### src/rtl/adc_pkg.sv
// -----------------------------------------------------------------------------
// adc_pkg
// Types and constants shared by the ramp ADC and the sample averager.
//   ADC_DATA_WIDTH : width of one sample word ({4'b0, code[7:0], 4'b0}).
//   adc_sample_t   : one sample word.
//   avg_state_t    : averager FSM state encoding.
// -----------------------------------------------------------------------------
package adc_pkg;

  localparam int ADC_DATA_WIDTH = 16;

  typedef logic [ADC_DATA_WIDTH-1:0] adc_sample_t;

  typedef enum logic {
    AVG_IDLE,
    AVG_ACCUM
  } avg_state_t;

endpackage : adc_pkg

### src/rtl/adc_sample_averager.sv
// -----------------------------------------------------------------------------
// adc_sample_averager
// Consumes data_ready/adc_in sample pairs from the ramp ADC, accumulates
// blocks of 2^LOG2_SAMPLES samples and publishes the truncated block mean
// together with the block min and max, flagged by a one-cycle avg_valid.
//
// Ports
//   clk          in   system clock
//   reset        in   asynchronous active-high reset
//   enable       in   low aborts the current block and holds the block idle
//   data_ready   in   one-cycle strobe, adc_in valid in that cycle
//   adc_in       in   sample value
//   avg_out      out  block mean (sum >> LOG2_SAMPLES, truncated)
//   min_out      out  smallest sample of the last completed block
//   max_out      out  largest sample of the last completed block
//   avg_valid    out  one-cycle pulse when avg/min/max update
//   sample_count out  samples accepted in the current block (never 2^LOG2)
// -----------------------------------------------------------------------------
module adc_sample_averager
  import adc_pkg::*;
#(
  parameter int DATA_WIDTH   = ADC_DATA_WIDTH,
  parameter int LOG2_SAMPLES = 4
) (
  input  logic                    clk,
  input  logic                    reset,
  input  logic                    enable,
  input  logic                    data_ready,
  input  logic [DATA_WIDTH-1:0]   adc_in,
  output logic [DATA_WIDTH-1:0]   avg_out,
  output logic [DATA_WIDTH-1:0]   min_out,
  output logic [DATA_WIDTH-1:0]   max_out,
  output logic                    avg_valid,
  output logic [LOG2_SAMPLES-1:0] sample_count
);

  if (LOG2_SAMPLES < 1 || LOG2_SAMPLES > 8) begin : g_bad_log2_samples
    $error("adc_sample_averager: LOG2_SAMPLES=%0d outside 1..8", LOG2_SAMPLES);
  end

  // Sum of 2^LOG2_SAMPLES full-scale samples fits exactly, so no saturation.
  localparam int ACC_W = DATA_WIDTH + LOG2_SAMPLES;

  localparam logic [LOG2_SAMPLES-1:0] CNT_ONE  = LOG2_SAMPLES'(1);
  localparam logic [LOG2_SAMPLES-1:0] CNT_LAST = '1;

  avg_state_t              r_state;
  avg_state_t              w_next_state;
  logic                    w_accept;
  logic                    w_clear;

  logic [ACC_W-1:0]        r_acc;
  logic [LOG2_SAMPLES-1:0] r_count;
  logic [DATA_WIDTH-1:0]   r_run_min;
  logic [DATA_WIDTH-1:0]   r_run_max;

  logic [DATA_WIDTH-1:0]   r_avg;
  logic [DATA_WIDTH-1:0]   r_min;
  logic [DATA_WIDTH-1:0]   r_max;
  logic                    r_valid;

  logic                    w_first;
  logic                    w_last;
  logic [ACC_W-1:0]        w_sum;
  logic [DATA_WIDTH-1:0]   w_min_next;
  logic [DATA_WIDTH-1:0]   w_max_next;

  // ---------------------------------------------------------------------------
  // FSM: state register
  // ---------------------------------------------------------------------------
  // NOTE: sequential state uses non-blocking (<=) so every flop samples the
  // pre-edge values; blocking here would create order-dependent races.
  always_ff @(posedge clk or posedge reset) begin
    if (reset) r_state <= AVG_IDLE;
    else       r_state <= w_next_state;
  end

  // ---------------------------------------------------------------------------
  // FSM: next state and datapath controls. IDLE leaves on the same cycle that
  // enable rises, so a sample in the first enabled cycle is still accepted.
  // ---------------------------------------------------------------------------
  // NOTE: every output of this block gets a default first; a path that skips
  // an assignment would otherwise infer a latch.
  always_comb begin
    w_next_state = r_state;
    w_accept     = 1'b0;
    w_clear      = 1'b0;
    case (r_state)
      AVG_IDLE: begin
        if (enable) begin
          w_next_state = AVG_ACCUM;
          w_accept     = data_ready;
        end else begin
          w_clear = 1'b1;
        end
      end
      AVG_ACCUM: begin
        if (!enable) begin
          // Partial block is discarded; a coincident sample is dropped.
          w_next_state = AVG_IDLE;
          w_clear      = 1'b1;
        end else begin
          w_accept = data_ready;
        end
      end
      default: w_next_state = AVG_IDLE;
    endcase
  end

  // ---------------------------------------------------------------------------
  // Running sum and extremes including the sample presented this cycle.
  // The first sample of a block loads min and max unconditionally.
  // ---------------------------------------------------------------------------
  assign w_first    = (r_count == '0);
  assign w_last     = w_accept && (r_count == CNT_LAST);
  assign w_sum      = r_acc + {{LOG2_SAMPLES{1'b0}}, adc_in};
  assign w_min_next = (w_first || (adc_in < r_run_min)) ? adc_in : r_run_min;
  assign w_max_next = (w_first || (adc_in > r_run_max)) ? adc_in : r_run_max;

  // ---------------------------------------------------------------------------
  // Accumulation and publish. On the last sample the block is published and
  // the accumulator restarts, so a sample in the avg_valid cycle opens the
  // next block with nothing lost.
  // ---------------------------------------------------------------------------
  // NOTE: every register, including the running min/max that the first-sample
  // load would otherwise cover, is reset so the block never powers up to X.
  always_ff @(posedge clk or posedge reset) begin
    if (reset) begin
      r_acc     <= '0;
      r_count   <= '0;
      r_run_min <= '0;
      r_run_max <= '0;
      r_avg     <= '0;
      r_min     <= '0;
      r_max     <= '0;
      r_valid   <= 1'b0;
    end else begin
      r_valid <= 1'b0;
      if (w_clear) begin
        r_acc   <= '0;
        r_count <= '0;
      end else if (w_last) begin
        r_avg   <= w_sum[ACC_W-1:LOG2_SAMPLES];
        r_min   <= w_min_next;
        r_max   <= w_max_next;
        r_valid <= 1'b1;
        r_acc   <= '0;
        r_count <= '0;
      end else if (w_accept) begin
        r_acc     <= w_sum;
        r_count   <= r_count + CNT_ONE;
        r_run_min <= w_min_next;
        r_run_max <= w_max_next;
      end
    end
  end

  assign avg_out      = r_avg;
  assign min_out      = r_min;
  assign max_out      = r_max;
  assign avg_valid    = r_valid;
  assign sample_count = r_count;

endmodule : adc_sample_averager

### config.mk
export PLATFORM = sky130hd
export DESIGN_NAME = adc_sample_averager
export DESIGN_NICKNAME = d
export VERILOG_FILES = /design/src/rtl/adc_pkg.sv /design/src/rtl/adc_sample_averager.sv
export SDC_FILE = /design/constraint.sdc
export NUM_CORES = 1
export LEC_CHECK = 0
export BUFFER_PORTS_ARGS = -buffer_cell sky130_fd_sc_hd__buf_2
export CAP_MARGIN = 10
export CELL_PAD_IN_SITES_DETAIL_PLACEMENT = 1
export CELL_PAD_IN_SITES_GLOBAL_PLACEMENT = 2
export CORE_MARGIN = 4
export CORE_UTILIZATION = 41
export CTS_CLUSTER_DIAMETER = 40
export DETAILED_ROUTE_END_ITERATION = 12
export PLACE_DENSITY = 0.95
export SLEW_MARGIN = 0
export SYNTH_ARGS = -nofsm -noshare
export SYNTH_HDL_FRONTEND = slang
export SYNTH_SLANG_ARGS = --single-unit
### constraint.sdc
create_clock -name clk -period 11 [get_ports clk]
set_input_delay 2.2 -clock clk [delete_from_list [all_inputs] [get_ports clk]]
set_output_delay 2.2 -clock clk [all_outputs]
set_load 0.005 [all_outputs]
# [Word level (Yosys, flattened, before mapping)]
# Index checks and enable logic that the tools add are counted.
# W data, S select, Z words.
[totals] memories=0 inputBits=20 mem_bits_rw=0 latch_bits=0 output_inout_bits=53 word_cells=33 romBits=0 reg_bits=105
[classes] multipliers=0 reduce_logical=7 n_lt_le_gt_ge=2 mux=12 addsub=2 n_eq_ne=1 n_shift=0 div=0 n_bitwise=1
[op_table] operator="$mux W20" count=3
[op_table] operator="$mux W16" count=2
[op_table] operator="$add A20 B16 Y20" count=1
[op_table] operator="$gt A16 B16 Y1" count=1
[op_table] operator="$lt A16 B16 Y1" count=1
[op_table] operator="$mux W4" count=3
[op_table] operator="$add A4 B1 Y4 const B" count=1
[op_table] operator="$eq A4 B4 Y1 const B" count=1
[op_table] operator="$logic_not A4 Y1" count=1
[op_table] operator="$mux W1" count=4
[op_table] operator="$reduce_and A3 Y1" count=1
[op_table] operator="$reduce_bool A3 Y1" count=1
[op_table] operator="$logic_or A1 B1 Y1" count=2
[op_table] operator="$reduce_and A2 Y1" count=1
[op_table] operator="$logic_and A1 B1 Y1" count=1
[op_table] operator="$not A1 Y1" count=1

# [Longest topological paths before layout]
# Gate-level depths: netlist (run 1).
[depth] ltp_word=4 mapped_depth=11

# [Worst setup path before layout (run 1)]
# No wires, ideal clock.
[synth_timing] path_type="input-to-reg" startpoint="input port adc_in[13]" endpoint="register r_run_max[0]" n_path_buf=1 cell_stages=9 path_slack_ns=6.857 arrival_time_ns=4.018 cell_sequence="ha_1 > a21o_1 > a21o_1 > a21oi_1 > o211a_2 > nor2_8 > o21ai_4 > buf_6 > mux2_4"
[synth_via] elab_chain_len=3
[synth_rtl] item="from (decl)" line_no="adc_sample_averager.sv:29" text="input logic [DATA_WIDTH-1:0] adc_in,"
[synth_rtl] item="$gt A16 B16 Y1" line_no="adc_sample_averager.sv:118" text="assign w_max_next = (w_first || (adc_in > r_run_max)) ? adc_in : r_run_max;"
[synth_rtl] item="$logic_or A1 B1 Y1" line_no="adc_sample_averager.sv:118"
[synth_rtl] item="$mux W16" line_no="adc_sample_averager.sv:118"
[synth_rtl] item="to (signal assigned)" line_no="adc_sample_averager.sv:153" text="r_run_max <= w_max_next;"
[synth_rtl] item="to (decl)" line_no="adc_sample_averager.sv:55" text="logic [DATA_WIDTH-1:0] r_run_max;"
# No other way between the ends.
# A chain may end at the register's enable or synchronous reset.

# [Worst setup path in the final report (run 1)]
[layout_timing] startpoint="input port adc_in[13]" endpoint="register r_run_max[9]"
# Same word-level chain as after synthesis.

==> metrics.cfg, run 1 <==
[drt]
drc = 0
dr.pass1.iters = 4
ant_nets = 0
drt-initial-drc-count = 204
wl_per_cell_um = 18.52
routed_wirelength_um = 15300
vias_per_cell = 5.511
vias = 4552

[min_path]
min_to = min_out[11]
hold_path_class = flop to flop
min_delay_path_depth = 2
worstHoldStart = min_out[11]

[sta]
setup_tns_ns = 0
fin_worst_skew_ns = 0.005982
rsz0062_at_grt = no
worst_slack_ns = 6.479
fin_crit_ns = 4.521
whs_ns = 0.4840
hold_viol = 0
setup_violations = 0
min_period_over_period_pct = 41.10
tightest_slew_ns = 0.9895
fmax_ghz = 0.2212
slew_headroom_pct = 34.04
slew_viol_final = 0

[floorplanning]
start_util_pct = 42.60
chipWidth_um = 129.0
die_area_um2 = 16640
die_h_um = 129.0
num_io_pins = 73
core.rowCount = 43
coreArea_um2 = 14100

[global_route]
grt_use_total_pct = 19.42
grt_pass1_vias = 4994
antenna_found_initial = 0
grt_pass1_wl_um = 25800
grt_overflow = 0
grt_max_degree = 81

[yosys]
ys_seq_area_share_pct = 43.76
synthTopCellsByCount = 105 x dfrtp_1, 64 x nand2_1, 49 x ha_1
synth_top_area_share_pct = 43.76
yosys_warnings = 0
ys_types = 53
synth_area_per_cell_um2 = 10.41
netlist_area_um2 = 6005
synth_fp_nets = 647
synth-seq-cells = 105
yosysMostFrequentCell = dfrtp_1
synth_edf_count = 0
post-synth-top-area-cell = dfrtp_1
async_flop_share_pct = 100.0
synth_cells = 577
synthTopCellsByArea = dfrtp_1 44%, ha_1 10%, mux2i_1 6.2%
synthFlopType = dfrtp_1

[critical_path]
crit_type = primary input to flop
critPathRequiredTime_ns = 11.24
rr_worst_depth = 9
path_common_cell = a21o_1
r2r_start = r_run_max[13]
cp_cell_sequence = buf_2 -> ha_1 -> a21o_1 -> a21o_1 -> a21oi_1 -> o211a_2 -> nor2_8 -> o21ai_4 -> mux2_1
crit_path_end_kind = flop
arrival_ns = 4.76
critPathMaxFanout = 17
critical-path-max-stage-delay_ns = 0.64
rrSetupSlack_ns = 8.10
r2r_end = r_run_max[9]
critPathLaunchType = primary input
crit_path_top_delay_cell = o21ai_4

[run]
maxCapViolCount = 0

[cts]
cts_tree = yes
cts_setup_buffers = 0
clk_latency_ns = 0.35
ctsRootBufferMaster = clkbuf_16
cts_sinks = 105
numCtsBuffers = 9
cts_resized = 0
ctsHoldBuffers = 0
cts_buffer_depth = 2
clk_pin_slew_ns = 0.07
h-tree-depth = 3

[placed_design]
pre_cts_ws_ns = 6.123
postPlaceCellArea_um2 = 6515
dpl.hpwl_um = 11420
portBuffers = 72
routabilityCongestion = 0.8223

[outcome]
status = completed

[power]
p_leak_nw = 3.405
peakVddDrop_mv = 0.07353
power.density_nw_per_um2 = 157.3

[layout]
diodes = 0
area_delta_synth_final_pct = 12.90
final_area_um2 = 6779
drive_above_1_share_pct = 18.58
final_util_pct = 48.09
finalNetCount = 711

[sequential cells by signal, summed over array words and instances (netlist names)]
signal	cells
min_out	16
avg_out	16
r_acc	20
sample_count	4
r_run_max	16
avg_valid	1
max_out	16
r_run_min	16
[logic make-up (layout without fill, tap and decap cells)]
family,after synthesis,after routing,synth area share (%)
compound gates,133,133,14.07
simple gates,136,136,11.23
xor+xnor,14,14,2.042
flops,105,105,43.76
fa+ha+maj,50,50,10.54
buf+inv,64,133,4.501
mux,75,75,13.86
[cell type report]
cell class	instances	area, um2
Inverter	42	160.2
Multi-Input combinational cell	408	3119
Clock inverter	6	35.03
Clock buffer	10	229.0
Sequential cell	105	2628
Tap cell	180	225.2
Timing Repair Buffer	75	382.9
Fill cell	1598	7317
[per-layer routing]
layer | vias up | global-route usage, % | wire length, um
li1 | 2161 | - | -
met1 | 2274 | 24.33 | 6715
met2 | 102 | 33.90 | 7655
met3 | 15 | 4.452 | 720
met4 | 0 | 5.003 | 206
met5 | - | 0 | 0
[through the flow]
step	instances	total power, mW
floorplan	577	0.6910
global placement	810	0.7528
detailed placement	810	0.7750
CTS	826	1.077
global route	826	1.135
finish	826	1.066
[worst max-delay path by stage]
stage	depth (start not counted)	slack, ns	to	startpoint
3_5_place_dp	9	6.12	r_run_max[9]	adc_in[13]
6_report	9	6.48	r_run_max[9]	adc_in[13]
3_3_place_gp	9	6.21	r_run_max[10]	adc_in[13]
4_1_cts	9	6.48	r_run_max[9]	adc_in[13]
5_1_grt	7	6.40	r_run_max[13]	adc_in[13]
2_1_floorplan	1	6.04	avg_out[0]	reset
[critical path: cells and delay by family]
family | cells | cell delay [ns]
muxes | 1 | 0.40
adders and majority gates | 1 | 0.34
AOI/OAI and AO/OA | 5 | 1.53
buffers and inverters | 1 | 0.16
and+or+nand+nor | 1 | 0.11
[power breakdown]
part	switching, mW	internal, mW	total [mW]
Combinational	0.175	0.134	0.310
Sequential	0.0320	0.425	0.457
Clock	0.148	0.152	0.300
Total	0.355	0.711	1.07
[cell usage in the layout (no fill, tap or decap), types with 3 or more instances in the layout]
cell / instances
a211oi_1: 3
a21o_1: 10
a21oi_1: 28
a22o_1: 11
and2_1: 5
and3_1: 4
buf_2: 72
buf_4: 3
clkbuf_16: 9
clkinv_2: 4
dfrtp_1: 105
ha_1: 49
inv_1: 41
mux2_1: 21
mux2_2: 8
mux2_4: 9
mux2i_1: 37
nand2_1: 64
nand2b_1: 9
nand3_1: 10
nand4_1: 8
nor2_1: 18
nor2b_1: 4
o211ai_1: 5
o21a_1: 3
o21ai_0: 17
o21ai_1: 36
xnor2_1: 10
xor2_1: 4
No activity file was read; power rests on OpenSTA's default activity.
==> run 2: changes to the inputs <==
- CORE_UTILIZATION: 41 -> 34
- PLACE_DENSITY: 0.95 -> 0.85
- clock period: 11 -> 4.1 ns (I/O delays scaled with it)
==> run 2 against run 1 <==
  * Count of clock-buffer cells in the layout decreased by 1
  * Final cell count increased by 5.6%
  * Utilization decreased by 8.2 points
  * Global-route usage decreased by 2.4 points
  * Clock skew increased by 0.0037 ns
  * Clock power increased to 3.0 times the previous value
  * Via count decreased by 0.64%
  * First-iteration DRC count decreased by 3.9%
  * Non-clock buffer count increased by 1
  * Die area increased by 19%
  * Setup slack got worse by 5.5 ns
==> metrics.cfg, run 2 (synthesized netlist as in run 1, its figures left out) <==
[outcome]
status = completed

[critical_path]
critPathRequiredTime_ns = 4.34
critical-path-max-stage-delay_ns = 0.65
cp.depth = 9
crit_path_end_kind = flop
path_delay_family = compound AO/OA/AOI/OAI gates
cp_cell_sequence = buf_2 -> ha_1 -> a21o_1 -> a21o_1 -> a21oi_1 -> o211a_2 -> nor2_8 -> o21ai_4 -> mux2_1
arrival_ns = 3.39
rrSetupSlack_ns = 1.17
crit_type = primary input to flop
critPathLaunchType = primary input
path_common_cell = a21o_1
crit_path_top_delay_cell = o21ai_4
path_buf_inv = 1
rr_worst_depth = 9
critPathMaxFanout = 17

[drt]
wl_per_cell_um = 18.22
drc = 0
vias = 4523
wl_met3_um = 476
wl_met2_um = 7913
drt-initial-drc-count = 196
top_layer = met4
ant_nets = 0
wl_met1_um = 7242
vias_per_cell = 5.187
routed_wirelength_um = 15890
dr.pass1.iters = 4

[floorplanning]
start_util_pct = 34.71
core.rowCount = 48
die_h_um = 140.9
die_area_um2 = 19850
coreArea_um2 = 17300
num_io_pins = 73
chipWidth_um = 140.9

[global_route]
grt_pass1_wl_um = 27010
antenna_found_initial = 0
grt_max_degree = 68
grt_pass1_vias = 5051
grt_use_total_pct = 16.97
grt_overflow = 0

[placed_design]
dpl.hpwl_um = 11710
routabilityCongestion = 0.7862
portBuffers = 72
placedCellCount = 856

[layout]
final_cell_mix = 105 x dfrtp_1, 72 x buf_2, 64 x nand2_1
area_delta_synth_final_pct = 14.86
nFillCells = 1963
finalNonFillerCells = 872
regMostFlops = r_acc
finalNetCount = 712
drive_above_1_share_pct = 18.86
diodes = 0
mostFrequentLayoutCell = dfrtp_1
final_util_pct = 39.87
largest_reg_flops = 20

[cts]
ctsRootBufferMaster = clkbuf_16
ctsHoldBuffers = 0
numCtsBuffers = 9
cts_sinks = 105
clk_latency_ns = 0.36
clk_pin_slew_ns = 0.07
h-tree-depth = 3
cts_setup_buffers = 0
cts_tree = yes
cts_resized = 0
cts_buffer_depth = 2

[power]
switching_share_pct = 33.54
power_frac_clock_pct = 30.6
p_leak_nw = 3.434
p_sw_mw = 1.001
p_seq_share_pct = 41.1
power_frac_comb_pct = 28.3
power.density_nw_per_um2 = 432.6
intPower_mw = 1.983
peakVddDrop_mv = 0.2376

[min_path]
min_delay_path_depth = 2
hold_path_class = flop to flop

[sta]
fin_worst_skew_ns = 0.009665
whs_ns = 0.4787
min_period_over_period_pct = 76.71
slew_headroom_pct = 33.32
tightest_slew_ns = 0.9957
fmax_ghz = 0.3179
rsz0062_at_grt = no
setup_violations = 0
hold_viol = 0
fin_crit_ns = 3.145
setup_tns_ns = 0
slew_viol_final = 0

[run]
maxCapViolCount = 0

run 2: layer usage:
metal  up-vias  global-route usage [%]
met4         0                   6.017
met3        14                   2.714
met2        64                   29.74
met1      2270                   21.17
li1       2175                       -
met5         -                       0
run 2: tightest hold or removal path: cells and delay by family, from the launching register on:
family	cells	cell delay, ns
AOI/OAI and AO/OA	1	0.06
DFF	1	0.34
and+or+nand+nor	1	0.05
run 2: area by class of cell:
| cell class | count | area (um2) | share of cell area, % |
|---|---|---|---|
| multi-input combinational | 408 | 3119 | 45.23 |
| timing repair buffer | 76 | 402.9 | 5.842 |
| clock inverter | 7 | 80.08 | 1.161 |
| clock buffer | 9 | 225.2 | 3.266 |
| tap | 225 | 281.5 | 4.082 |
| sequential | 105 | 2628 | 38.10 |
| inverter | 42 | 160.2 | 2.322 |
run 2: path summary, 6_finish.rpt:
kind                          startpoint         endpoint
min reg2reg                  min_out[14]      min_out[14]
max                           adc_in[13]    r_run_max[13]
min in group asynchronous          reset  sample_count[0]
max reg2reg                r_run_max[13]    r_run_max[13]
min                          min_out[14]      min_out[14]
max in group asynchronous          reset    r_run_max[15]
run 2: power by group through the flow:
stage / Sequential (mW) / Clock (mW) / Combinational, mW
CTS: 1.22 / 0.940 / 0.858
finish: 1.23 / 0.913 / 0.845
global placement: 1.23 / 0 / 0.805
floorplan: 1.21 / 0 / 0.641
global route: 1.24 / 0.983 / 0.951
detailed placement: 1.24 / 0 / 0.849
run 2: through the flow:
step / area [um2] / total power [mW] / setup WS, ns
after floorplan: 6005 / 1.854 / 0.5195
after global placement: 6591 / 2.039 / 0.6360
after detailed placement: 6591 / 2.093 / 0.5435
after CTS: 6897 / 3.022 / 0.9368
after global routing: 6897 / 3.175 / 0.8084
final: 6897 / 2.984 / 0.9547
==> run 3: changes to the inputs <==
- CORE_UTILIZATION: 34 -> 38
- PLACE_DENSITY: 0.85 -> 0.89
- clock period: 4.1 -> 3.3 ns (I/O delays scaled with it)
==> run 3 against run 2 <==
  * Routed wire length down 6.8%
  * Sequential power increased by 24%
  * Hold slack got worse by 0.057 ns
  * Clock power grew 22%
  * Combinational power increased by 22%
  * First-iteration DRC count decreased by 9.7%
  * Final area up 0.25%
  * Sequential share of layout area is 0.097 points lower
  * Flip-flop and latch count stayed put
==> metrics.cfg, run 3 (synthesized netlist as in run 1, its figures left out) <==
[cts]
cts_buffer_depth = 2
cts_setup_buffers = 0
cts_sinks = 105
ctsHoldBuffers = 0
clk_pin_slew_ns = 0.07
ctsRootBufferMaster = clkbuf_16
cts_resized = 0
cts_tree = yes
numCtsBuffers = 9
clk_latency_ns = 0.36
h-tree-depth = 3

[layout]
finalNonFillerCells = 864
nFillCells = 1732
regArea_um2 = 2628
multi_input_area_um2 = 3117
mostFrequentLayoutCell = dfrtp_1
drive_above_1_share_pct = 19.30
final_cell_mix = 105 x dfrtp_1, 72 x buf_2, 64 x nand2_1
largest_reg_flops = 20
diodes = 0
area_delta_synth_final_pct = 15.15
finalNetCount = 718
final_area_um2 = 6914
regMostFlops = r_acc

[global_route]
antenna_found_initial = 0
grt_max_degree = 106
grt_pass1_wl_um = 25290
grt_use_total_pct = 17.58
grt_use_met2_pct = 30.99
met1_usage_pct = 22.03
grt_pass1_vias = 4899
grt_overflow = 0
grt_util_met3_pct = 3.776
top_usage_layer = met2

[sta]
tightest_slew_ns = 0.6418
slew_headroom_pct = 57.12
setup_tns_ns = 0
slew_viol_final = 0
whs_ns = 0.4213
rsz0062_at_grt = no
fmax_ghz = 0.3773
min_period_over_period_pct = 80.31
fin_crit_ns = 2.650
fin_worst_skew_ns = 0.006296
setup_violations = 0
hold_viol = 0

[floorplanning]
die_area_um2 = 17880
die_h_um = 133.7
core.rowCount = 45
coreArea_um2 = 15310
chipWidth_um = 133.7
start_util_pct = 39.21
num_io_pins = 73

[power]
power.density_nw_per_um2 = 529.1
p_leak_nw = 3.449
peakVddDrop_mv = 0.3189
power_mw = 3.659

[drt]
dr.pass1.iters = 6
drc = 0
ant_nets = 0
drt-initial-drc-count = 177
vias_per_cell = 5.253
wl_per_cell_um = 17.15
routed_wirelength_um = 14820
vias = 4539

[critical_path]
crit_path_end_kind = flop
arrival_ns = 2.90
critPathLaunchType = primary input
crit_type = primary input to flop
critPathRequiredTime_ns = 3.55
critPathMaxFanout = 7

[placed_design]
dpl.hpwl_um = 10900
routabilityCongestion = 0.8621
placedCellCount = 848
postPlaceCellArea_um2 = 6618
portBuffers = 72

[min_path]
hold_path_class = primary input to async pin

[outcome]
status = completed

[run]
maxCapViolCount = 0

-- run 3: path summary, 6_finish.rpt --
| kind | start | to | slack, ns | depth (start not counted) |
|---|---|---|---|---|
| worst max register to register | r_run_max[13] | r_run_max[10] | 0.77 | 10 |
| max in group asynchronous | reset | r_acc[18] | 2.36 | 3 |
| worst min register to register | min_out[4] | min_out[4] | 0.48 | 2 |
| worst max-delay path | adc_in[0] | avg_out[8] | 0.65 | 11 |
| min in group clk | min_out[4] | min_out[4] | 0.48 | 2 |
| worst min-delay path | reset | r_run_max[12] | 0.42 | 3 |
-- run 3: cell type report --
cell class,instances,share of cell area (%)
clock buffers,10,3.312
clock inverters,6,0.9772
inverters,42,2.334
multi-input cells,408,45.08
flip-flops and latches,105,38.00
well taps,211,3.818
repair buffers,82,6.478
-- run 3: power breakdown --
part,total [mW],internal (mW),switching (mW)
registers,1.52,1.42,0.103
clock network,1.11,0.592,0.514
logic,1.03,0.459,0.574
total,3.66,2.47,1.19
-- run 3: per-stage QoR --
stage	utilization [%]	setup slack, ns
after floorplan	-	0.6968
after global placement	43.21	0.3789
after detailed placement	43.21	0.2854
after CTS	45.15	0.6607
after global routing	45.15	0.5017
final	45.15	0.6497
-- run 3: worst max-delay path, cell delays in order --
cell and delay (ns):
buf_2 0.16, ha_1 0.22, inv_1 0.07, fa_1 0.37, nand2b_1 0.20, a21oi_1 0.21, o211ai_1 0.20, o21a_1 0.28
o21ai_1 0.16, xor2_1 0.10, mux2_2 0.26
-- run 3: per-layer routing --
layer / wire length (um) / vias up
met3: 463 / 12
met1: 6718 / 2296
met4: 162 / 0
met2: 7470 / 55
li1: - / 2176
met5: 0 / -
